==> config.mk <==
export PLATFORM = sky130hd
export DESIGN_NAME = ps2_scan_ctrl
export DESIGN_NICKNAME = d
export VERILOG_FILES = /design/src/rtl/ps2_pkg.sv /design/src/rtl/ps2_evt_fifo.sv /design/src/rtl/ps2_scan_ctrl.sv
export SDC_FILE = /design/constraint.sdc
export NUM_CORES = 1
export LEC_CHECK = 0
export ABC_CLOCK_PERIOD_IN_PS = 2200
export CAP_MARGIN = 30
export CORE_AREA = 2 2 150 79
export CTS_BUF_LIST = sky130_fd_sc_hd__clkbuf_8
export DETAILED_ROUTE_END_ITERATION = 12
export DIE_AREA = 0 0 152 81
export HOLD_SLACK_MARGIN = 0.03
export SLEW_MARGIN = 40
export SYNTH_ARGS = -nofsm -noshare
export SYNTH_HDL_FRONTEND = slang
export SYNTH_HIERARCHICAL = 1
export SYNTH_SLANG_ARGS = --single-unit
==> constraint.sdc <==
create_clock -name clk -period 2.2 [get_ports clk]
set_input_delay 0.44 -clock clk [delete_from_list [all_inputs] [get_ports clk]]
set_output_delay 0.44 -clock clk [all_outputs]
set_load 0.05 [all_outputs]
==> src/rtl/ps2_pkg.sv <==
// ps2_pkg: shared constants, FSM state type and key-event record for the PS/2 scan sequencer.
package ps2_pkg;

    localparam logic [7:0] PS2_EXT    = 8'hE0;
    localparam logic [7:0] PS2_BRK    = 8'hF0;
    localparam logic [7:0] PS2_BAD    = 8'h00;
    localparam logic [7:0] PS2_E1     = 8'hE1;
    localparam logic [7:0] PS2_BAT    = 8'hAA;
    localparam logic [7:0] PS2_ECHO   = 8'hEE;
    localparam logic [7:0] PS2_ACK    = 8'hFA;
    localparam logic [7:0] PS2_RESEND = 8'hFE;

    typedef enum logic [1:0] {S_IDLE, S_E0, S_F0, S_E0F0} state_t;

    typedef struct packed {
        logic       ext;
        logic       brk;
        logic [7:0] code;
    } evt_t;

    // Keyboard status/response bytes that are neither key codes nor errors.
    function automatic logic is_ignored(input logic [7:0] b);
        return b inside {PS2_E1, PS2_BAT, PS2_ECHO, PS2_ACK, PS2_RESEND};
    endfunction

endpackage

==> src/rtl/ps2_evt_fifo.sv <==
// ps2_evt_fifo: show-ahead DEPTH x 10-bit event FIFO with simultaneous push/pop.
// Ports: clk, rst_n (async active-low); push_i/din_i write; pop_i read;
//        dout_o head entry (zero while empty); empty_o, full_o status.
module ps2_evt_fifo
    import ps2_pkg::*;
#(
    parameter int DEPTH = 8
) (
    input  logic clk,
    input  logic rst_n,
    input  logic push_i,
    input  evt_t din_i,
    input  logic pop_i,
    output evt_t dout_o,
    output logic empty_o,
    output logic full_o
);

    localparam int AW = $clog2(DEPTH);

    logic [AW:0] wr_q, rd_q;
    evt_t        mem_q [DEPTH];
    logic        do_pop, do_push;

    // Extra pointer bit distinguishes full from empty when the indices match.
    assign empty_o = wr_q == rd_q;
    assign full_o  = (wr_q[AW] != rd_q[AW]) && (wr_q[AW-1:0] == rd_q[AW-1:0]);
    assign do_pop  = pop_i && !empty_o;
    assign do_push = push_i && (!full_o || do_pop);
    assign dout_o  = empty_o ? '0 : mem_q[rd_q[AW-1:0]];

    always_ff @(posedge clk or negedge rst_n) begin
        if (!rst_n) begin
            wr_q <= '0;
            rd_q <= '0;
        end else begin
            wr_q <= wr_q + (AW+1)'(do_push);
            rd_q <= rd_q + (AW+1)'(do_pop);
        end
    end

    always_ff @(posedge clk) begin
        if (do_push) mem_q[wr_q[AW-1:0]] <= din_i;
    end

endmodule

==> src/rtl/ps2_scan_ctrl.sv <==
// ps2_scan_ctrl: strips E0/F0 prefixes from PS/2 bytes and queues {ext, break, code} key events.
// Ports: clk, rst_n (async active-low); rx_valid/rx_data receiver strobe and byte;
//        evt_valid/evt_ext/evt_break/evt_code head event, popped by evt_ready;
//        ovf sticky drop flag cleared by ovf_clr; err_cnt saturating error count.
// Option: define PS2_SCAN_TIMEOUT_EN to abandon a prefix after TIMEOUT_CYC idle cycles.
module ps2_scan_ctrl
    import ps2_pkg::*;
#(
    parameter int DEPTH       = 8,
    parameter int TIMEOUT_CYC = 50000
) (
    input  logic       clk,
    input  logic       rst_n,
    input  logic       rx_valid,
    input  logic [7:0] rx_data,
    output logic       evt_valid,
    output logic       evt_ext,
    output logic       evt_break,
    output logic [7:0] evt_code,
    input  logic       evt_ready,
    output logic       ovf,
    input  logic       ovf_clr,
    output logic [7:0] err_cnt
);

    state_t     state_q, state_d;
    logic [7:0] err_cnt_q, err_cnt_d;
    logic       ovf_q, ovf_d;
    logic       push, err, tmo, full, empty, ext_pend, brk_pend;
    evt_t       head;

    assign ext_pend = state_q inside {S_E0, S_E0F0};
    assign brk_pend = state_q inside {S_F0, S_E0F0};

`ifdef PS2_SCAN_TIMEOUT_EN
    localparam int TW = $clog2(TIMEOUT_CYC + 1);
    logic [TW-1:0] tcnt_q, tcnt_d;
    assign tmo    = (state_q != S_IDLE) && (tcnt_q == TW'(TIMEOUT_CYC - 1));
    assign tcnt_d = (rx_valid || state_q == S_IDLE) ? '0 : tcnt_q + 1'b1;
    always_ff @(posedge clk or negedge rst_n) begin
        if (!rst_n) tcnt_q <= '0;
        else        tcnt_q <= tcnt_d;
    end
`else
    assign tmo = 1'b0;
`endif

    always_comb begin
        state_d = state_q;
        push    = 1'b0;
        err     = 1'b0;
        if (rx_valid) begin
            if (rx_data == PS2_BAD) begin
                err     = 1'b1;
                state_d = S_IDLE;
            end else if (rx_data == PS2_EXT) begin
                // A second E0 is harmless; E0 after a pending F0 aborts the break.
                err     = brk_pend;
                state_d = S_E0;
            end else if (rx_data == PS2_BRK) begin
                err     = brk_pend;
                state_d = brk_pend ? S_IDLE : ext_pend ? S_E0F0 : S_F0;
            end else begin
                push    = !is_ignored(rx_data);
                state_d = S_IDLE;
            end
        end else if (tmo) begin
            err     = 1'b1;
            state_d = S_IDLE;
        end
    end

    // Full FIFO implies non-empty, so a raised evt_ready always frees a slot.
    assign err_cnt_d = (err && err_cnt_q != 8'hFF) ? err_cnt_q + 8'd1 : err_cnt_q;
    assign ovf_d     = (push && full && !evt_ready) ? 1'b1 : ovf_clr ? 1'b0 : ovf_q;

    always_ff @(posedge clk or negedge rst_n) begin
        if (!rst_n) begin
            state_q   <= S_IDLE;
            err_cnt_q <= '0;
            ovf_q     <= 1'b0;
        end else begin
            state_q   <= state_d;
            err_cnt_q <= err_cnt_d;
            ovf_q     <= ovf_d;
        end
    end

    ps2_evt_fifo #(.DEPTH(DEPTH)) u_fifo (
        .clk     (clk),
        .rst_n   (rst_n),
        .push_i  (push),
        .din_i   ('{ext: ext_pend, brk: brk_pend, code: rx_data}),
        .pop_i   (evt_ready),
        .dout_o  (head),
        .empty_o (empty),
        .full_o  (full)
    );

    assign evt_valid = !empty;
    assign evt_ext   = head.ext;
    assign evt_break = head.brk;
    assign evt_code  = head.code;
    assign ovf       = ovf_q;
    assign err_cnt   = err_cnt_q;

endmodule
# Word level (Yosys, flattened, before mapping)
# Memories as Yosys holds them, arrays and structs flattened.
# Index checks and enable logic that the tools add are counted.
# word_totals
register_bits	19
latchBits	0
ramBits	80
rom_bits	0
input_bits	13
output_inout_bits	20
word_cells	57
mem_count	1
# classes
add_sub_neg	3
multipliers	0
div_mod_pow	0
magnitude_cmp	0
eq_ne	14
shift	0
n_mux	18
n_bitwise	0
reduce_logical	16
# memory_table
name	words	width	read_ports	rd_clocked_by_memory_dff	wr	line	rtl
u_fifo.mem_q	8	10	1	0	1	ps2_evt_fifo.sv:22	evt_t mem_q [DEPTH];
# op_table
op	count
8-bit == test (second input constant)	7
1-bit 2-to-1 mux	13
10-bit 2-to-1 mux	1
4-bit by 1-bit adder with 4-bit output	2
8-bit by 1-bit adder with 8-bit output (second input constant)	1
8-bit zero test	1
2-bit 2-to-1 mux	4
8-bit != test (second input constant)	1
1-bit logical AND	6
2-bit nonzero test	3
5-bit nonzero test	1
2-bit == test (second input constant)	2
4-bit == test	1
1-bit zero test	4
3-bit == test	1
2-bit by 1-bit == test with 1-bit output (second input constant)	1
1-bit logical OR	1
1-bit != test	1

# Logic depth before layout (Yosys ltp)
# Gate-level depths: netlist of the first run.
# depth
depth_word	10
ltp_mapped	8

# Modules after synthesis
# Netlist of the first run, hierarchy kept.
# by_module_without_submodules
module	n_inst	cells_each	area_each_um2	seq_area_each_um2
ps2_evt_fifo	1	215	3606.0	2602.5
ps2_scan_ctrl	1	65	664.4	275.3

# Least setup slack after synthesis of the first run
# No wires, ideal clock.
# synth_timing
path_kind	input-to-reg
start	input port rx_data[3]
end	memory u_fifo/mem_q[6][0] (netlist name) (enable)
arrival_ns	1.775
required_time_ns	1.820
slack_ns	0.045
path_stages	7
n_path_buf	0
cell_sequence	nor4bb_1 nand4_1 nand3_1 nor2_1 and2b_2 nand3_1 a21oi_1
# synth_between
elab_chain_cells	10
# synth_rtl
element	line	rtl
start, declared	ps2_scan_ctrl.sv:15	input logic [7:0] rx_data,
8-bit == test	ps2_pkg.sv:23	return b inside {PS2_E1, PS2_BAT, PS2_ECHO, PS2_ACK, PS2_RESEND};
5-bit nonzero test	ps2_pkg.sv:23	
1-bit zero test	ps2_scan_ctrl.sv:64	push = !is_ignored(rx_data);
1-bit 2-to-1 mux	ps2_scan_ctrl.sv:60	end else if (rx_data == PS2_BRK) begin
1-bit 2-to-1 mux	ps2_scan_ctrl.sv:56	end else if (rx_data == PS2_EXT) begin
1-bit 2-to-1 mux (*)	ps2_scan_ctrl.sv:53	if (rx_data == PS2_BAD) begin
1-bit 2-to-1 mux (*)	ps2_scan_ctrl.sv:52	if (rx_valid) begin
net push	ps2_scan_ctrl.sv:29	logic push, err, tmo, full, empty, ext_pend, brk_pend;
1-bit logical AND (*)	ps2_evt_fifo.sv:29	assign do_push = push_i && (!full_o || do_pop);
1-bit 2-to-1 mux (*)	ps2_evt_fifo.sv:43	if (do_push) mem_q[wr_q[AW-1:0]] <= din_i;
1-bit 2-to-1 mux (not written as such) (*)	ps2_evt_fifo.sv:43	
end, declared	ps2_evt_fifo.sv:22	
# The timed path passes the listed nets; every way through them passes the cells marked *.

# Worst setup path after layout of the first run
# layout_timing
start	register u_fifo.rd_q[0]
end	output port evt_code[4]
# layout_between
elab_chain_cells	2
# layout_rtl
element	line	rtl
start, declared	ps2_evt_fifo.sv:21	logic [AW:0] wr_q, rd_q;
start signal, assigned	ps2_evt_fifo.sv:38	rd_q <= rd_q + (AW+1)'(do_pop);
memory read 8 x 10 bit or 4-bit == test (tied branches)	-	
10-bit 2-to-1 mux (*)	ps2_evt_fifo.sv:30	assign dout_o = empty_o ? '0 : mem_q[rd_q[AW-1:0]];
end, declared	ps2_scan_ctrl.sv:19	output logic [7:0] evt_code,
# Every way passes the cells marked *; elsewhere a longest branch is shown, timed or not.

==> results.json, run 1 <==
{
  "status": "finished, violations left",
  "failed_checks": "negative setup slack",
  "p_leak_nw": 2.17,
  "core_um2": 11200,
  "fin_cells": 525,
  "antenna_cells": 0,
  "synth_cell_types": 44,
  "layout.nets": 389,
  "slew_headroom_pct": 60.0,
  "antenna_found_initial": 0,
  "cp-start-kind": "flop",
  "cp_data_arrival_time_ns": 1.85,
  "grt_max_degree": 21,
  "grt_pass1_vias": 2580,
  "hpwl_um": 6500,
  "setup_viol_count_final": 19,
  "drv_cap": 0,
  "drc": 0,
  "dp_cells": 489,
  "grt_overflow": 0,
  "htreeDepth": 3,
  "rows": 28,
  "worstSetupEndpointType": "output pin",
  "gp_congestion": 0.866,
  "ys_seq_elements": 99,
  "hold_buffers": 0,
  "timing.fmax_ghz": 0.438,
  "synthSimpleGateAreaFrac_pct": 9.20,
  "clk-insertion-delay-late_ns": 0.37,
  "grt_usage_pct": 17.9,
  "syn_area_um2": 4270,
  "yosysTopAreaCell": "edfxtp_1",
  "io_pins": 33,
  "synth_adder_area_share_pct": 1.46,
  "vias": 2706,
  "synth-xor-area-share_pct": 2.87,
  "synth_flop_cell": "edfxtp_1",
  "avgSynthCellArea_um2": 15.3,
  "die_w_um": 152,
  "synth_compound_gate_area_share_pct": 6.68,
  "vias_per_cell": 5.15,
  "drt_pre_antenna_iters": 5,
  "yosysWarnings": 6,
  "die_area_um2": 12300,
  "synth-seq-area-share_pct": 67.4,
  "wl_per_cell_um": 20.3,
  "cts_made_buffers": 9,
  "synth_edf_count": 80,
  "dieHeight_um": 81,
  "pre_cts_ws_ns": -0.813,
  "drive_gt1_share_pct": 33.9,
  "syn_inst": 280,
  "async_reset_ff_share_pct": 19.2,
  "synthTopCellsByArea": "edfxtp_1, dfrtp_1, mux2i_1",
  "clockBufferDepth": 2,
  "rsz0062_at_grt": "true",
  "synthToLayoutAreaGrowth_pct": 34.4,
  "setup_slack_ns": -0.0853,
  "min-delay-path-class": "in2async",
  "ir_drop_mv": 1.16,
  "period_share_pct": 104,
  "drtIter0Drc": 218,
  "drv_slew": 0,
  "clk_pin_slew_ns": 0.09,
  "hold_ws_ns": 0.394,
  "grt_pass1_wl_um": 15900,
  "synth_top_area_share_pct": 56.3,
  "synth_commonest_cells": "edfxtp_1, mux2i_1, a22oi_1, dfrtp_1, nand2_1",
  "crit_type": "reg2out",
  "cts_sinks": 99,
  "cts_tree": "done",
  "antenna_left": 0,
  "path_max_fanout": 5,
  "start_util_pct": 38.0,
  "cts-root-buf": "clkbuf_8",
  "synth_mux_area_share_pct": 9.90,
  "max_slew.worst_pin.slew_ns": 0.597,
  "p_per_area_nw_per_um2": 1350,
  "port_buffers": 32,
  "finalHoldViolCount": 0,
  "synth.most_common_cell": "edfxtp_1",
  "layout_min_cycle_time_ns": 2.29,
  "fin_worst_skew_ns": 0.0126,
  "cp.required_ns": 1.76,
  "synth_top_family_by_area": "multiplexers",
  "fillCellCount": 934,
  "routed_wl_um": 10600,
  "syn_nets": 298
}
[worst max-delay path: stages (launching register included)]
cell and delay, ns:
dfrtp_2 0.43, buf_12 0.16, buf_16 0.15, mux2i_1 0.13
a22oi_1 0.20, and3_1 0.24, buf_6 0.17
[cells by family after synthesis]
family | after synthesis
compound gates | 36
simple gates | 63
buf+inv | 21
flops | 99
mux | 42
xor+xnor | 14
fa+ha+maj | 5
[state kept, by name (all words and copies together) (netlist names)]
name	cells
err_cnt	8
ovf	1
state_q	2
u_fifo/mem_q	80
u_fifo/rd_q	4
u_fifo/wr_q	4
[what timing repair did]
item,in CTS,in global routing
resized for setup,39,20
pin swaps,8,24
setup endpoints to repair,93,93
setup buffers,11,6
cloned,3,1
[metal layers]
layer / wire length (µm) / track usage, % / vias to the layer above
li1: - / - / 1264
met2: 4470 / 24.6 / 104
met5: 0 / 0 / -
met3: 1050 / 5.71 / 9
met1: 5050 / 26.8 / 1329
met4: 78 / 5.14 / 0
[worst paths after layout]
check	from	cells after the start	slack, ns	to
min in group clk	rx_data[1]	1	0.45	u_fifo/mem_q[5][1]
setup reg to reg	u_fifo/rd_q[0]	7	0.08	u_fifo/mem_q[1][1]
max in group asynchronous	rst_n	2	1.57	u_fifo/rd_q[0]
setup / recovery	u_fifo/rd_q[0]	6	-0.09	evt_code[4]
hold reg to reg	err_cnt[7]	1	0.52	err_cnt[7]
hold / removal	rst_n	2	0.39	err_cnt[6]
[power breakdown]
| group | switching [W] | leakage [nW] | total [W] | internal (W) |
|---|---|---|---|---|
| logic | 0.00235 | 1.10 | 0.00413 | 0.00179 |
| registers | 0.000157 | 0.969 | 0.00250 | 0.00235 |
| clock network | 0.000601 | 0.0963 | 0.00111 | 0.000511 |
| total | 0.00310 | 2.17 | 0.00775 | 0.00464 |
[layout make-up]
class                   instances  area (µm²)  share of cell area (%)
clock inverters                 6        57.6                    1.00
flip-flops and latches         99        2880                    50.2
clock buffers                   9         124                    2.16
repair buffers                 95        1010                    17.5
well taps                     150         188                    3.27
inverters                       6        22.5                   0.392
multi-input cells             160        1460                    25.4
[stage by stage]
step / util (%) / total power [W] / TNS (ns) / area [µm²]
global placement: 44.5 / 0.00568 / -79.62 / 5010
global route: 51.0 / 0.00812 / -1.81 / 5740
CTS: 49.5 / 0.00755 / -0.650 / 5570
detailed placement: 44.8 / 0.00575 / -60.82 / 5040
floorplan: - / 0.00467 / 0 / 4270
finish: 51.0 / 0.00775 / -0.364 / 5740
[cell usage in the layout (no fill, tap or decap), types with 7 or more instances in the layout]
cell             Yosys  layout
buf_12               0       8
clkbuf_8             0       9
nand2_1             11       8
nand3_1              9       7
buf_4                1      48
mux2i_1             40      37
dfrtp_1             19      16
xor2_1               7       7
clkdlybuf4s50_1      0      17
and3_1              10      10
edfxtp_1            80      80
a22oi_1             20      18
buf_6                2      13
(Power assumes the default switching activity.)
==> run 2, diff against run 1 <==
Settings changed: CORE_AREA 2 2 150 79 to 2 2 107 109, DIE_AREA 0 0 152 81 to 0 0 109 111.
==> run 2 against run 1 <==
Net effect:
- the run still ends with negative setup slack left
- sequential share of layout area increased by 1.4 points
- design area decreased by 2.7%
- sequential cell count unchanged
- first-iteration DRC count decreased by 44%
- largest cell class unchanged
==> results.json, run 2 (same netlist as run 1, synthesis figures left out) <==
{
  "drtIter0Drc": 121,
  "wl_per_cell_um": 19.1,
  "grt_max_degree": 30,
  "wl_met2_um": 4840,
  "failed_checks": "negative setup slack",
  "largest_reg_flops": 80,
  "status": "finished, violations left",
  "met3_length_um": 342,
  "rows": 39,
  "cp-start-kind": "flop",
  "cp.required_ns": 1.76,
  "die_w_um": 109,
  "rsz0062_at_grt": "true",
  "finalHoldViolCount": 0,
  "grt_overflow": 0,
  "final_common_cell": "edfxtp_1",
  "routed_wl_um": 9680,
  "max_slew.worst_pin.slew_ns": 0.509,
  "vias": 2644,
  "pre_cts_ws_ns": -0.773,
  "gp_congestion": 0.848,
  "synthToLayoutAreaGrowth_pct": 30.7,
  "ir_drop_mv": 1.34,
  "dieHeight_um": 111,
  "worstSetupEndpointType": "output pin",
  "wl_met1_um": 4290,
  "antenna_found_initial": 0,
  "multi_input_area_um2": 1460,
  "cts_sinks": 99,
  "clk-insertion-delay-late_ns": 0.36,
  "drive_gt1_share_pct": 33.0,
  "top_layer": "met4",
  "setup_slack_ns": -0.0798,
  "clk_pin_slew_ns": 0.11,
  "crit_type": "reg2out",
  "io_pins": 33,
  "path_max_fanout": 15,
  "rrSetupSlack_ns": 0.07,
  "final-seq-area_um2": 2880,
  "final_cell_mix": "edfxtp_1, buf_4, mux2i_1",
  "setup_viol_count_final": 9,
  "drc": 0,
  "grt_pass1_wl_um": 14800,
  "fillCellCount": 940,
  "die_area_um2": 12100,
  "antenna_cells": 0,
  "core_um2": 11100,
  "slew_headroom_pct": 65.9,
  "hpwl_um": 6400,
  "grt_pass1_vias": 2664,
  "cts-root-buf": "clkbuf_8",
  "cts_tree": "done",
  "layout.nets": 377,
  "grt_usage_pct": 16.4,
  "p_per_area_nw_per_um2": 1360,
  "start_util_pct": 38.6,
  "p_leak_nw": 2.09,
  "drv_slew": 0,
  "drt_pre_antenna_iters": 6,
  "min-delay-path-class": "in2async",
  "vias_per_cell": 5.21,
  "drv_cap": 0,
  "cp_data_arrival_time_ns": 1.84,
  "period_share_pct": 104,
  "layout_min_cycle_time_ns": 2.28,
  "fin_worst_skew_ns": 0.0167,
  "timing.fmax_ghz": 0.439,
  "fin_total_pwr_w": 0.00760,
  "htreeDepth": 3,
  "antenna_left": 0,
  "hold_buffers": 0,
  "clockBufferDepth": 2,
  "cts_made_buffers": 9,
  "port_buffers": 32
}
==> run 2: cell type report <==
cell class | count | area share [%]
Sequential cell | 99 | 51.6
Multi-Input combinational cell | 160 | 26.2
Timing Repair Buffer | 83 | 14.8
Tap cell | 143 | 3.21
Clock buffer | 10 | 2.47
Clock inverter | 6 | 1.21
Inverter | 6 | 0.471
==> run 2: worst paths after layout <==
| check | start | to | cells after the start |
|---|---|---|---|
| max in group asynchronous | rst_n | u_fifo/rd_q[2] | 2 |
| worst max-delay path | u_fifo/rd_q[0] | evt_code[4] | 5 |
| min in group clk | u_fifo/wr_q[3] | u_fifo/wr_q[3] | 1 |
| worst max register to register | u_fifo/rd_q[1] | u_fifo/mem_q[1][0] | 6 |
| worst min-delay path | rst_n | state_q[0] | 2 |
| worst min register to register | u_fifo/wr_q[3] | u_fifo/wr_q[3] | 1 |
==> run 2: metal layers <==
metal  vias up  track usage (%)
met5         -                0
met4         0             6.07
met3        10             2.29
met2        71             26.5
met1      1325             22.5
li1       1238                -
==> run 2: timing repair <==
action | in CTS | in global routing
setup endpoints to repair | 94 | 31
pin swaps | 11 | 2
setup buffers | 7 | 0
gates cloned | 0 | 1
gates resized for setup | 49 | 12
==> run 2: power by group <==
| group | total (W) | leakage (nW) | switching [W] | internal (W) |
|---|---|---|---|---|
| Combinational | 0.00392 | 1.02 | 0.00223 | 0.00169 |
| Sequential | 0.00251 | 0.969 | 0.000165 | 0.00235 |
| Clock | 0.00116 | 0.105 | 0.000683 | 0.000480 |
| Total | 0.00760 | 2.09 | 0.00308 | 0.00451 |
==> run 2: stage by stage <==
step	utilization, %	std cells	area [µm²]	TNS, ns	hold slack (ns)
finish	50.4	507	5580	-0.226	0.404
global route	50.4	507	5580	-0.844	0.408
CTS	49.8	506	5520	-0.221	0.399
detailed placement	45.4	483	5030	-48.75	0.483
global placement	45.2	483	5010	-53.75	0.481
floorplan	-	280	4270	0	0.144
==> run 2: critical path, cell delays in order, from the launching register on <==
cell     delay [ns]
dfrtp_2        0.50
buf_12         0.19
mux2i_1        0.14
a22oi_2        0.26
and3_1         0.22
buf_6          0.16
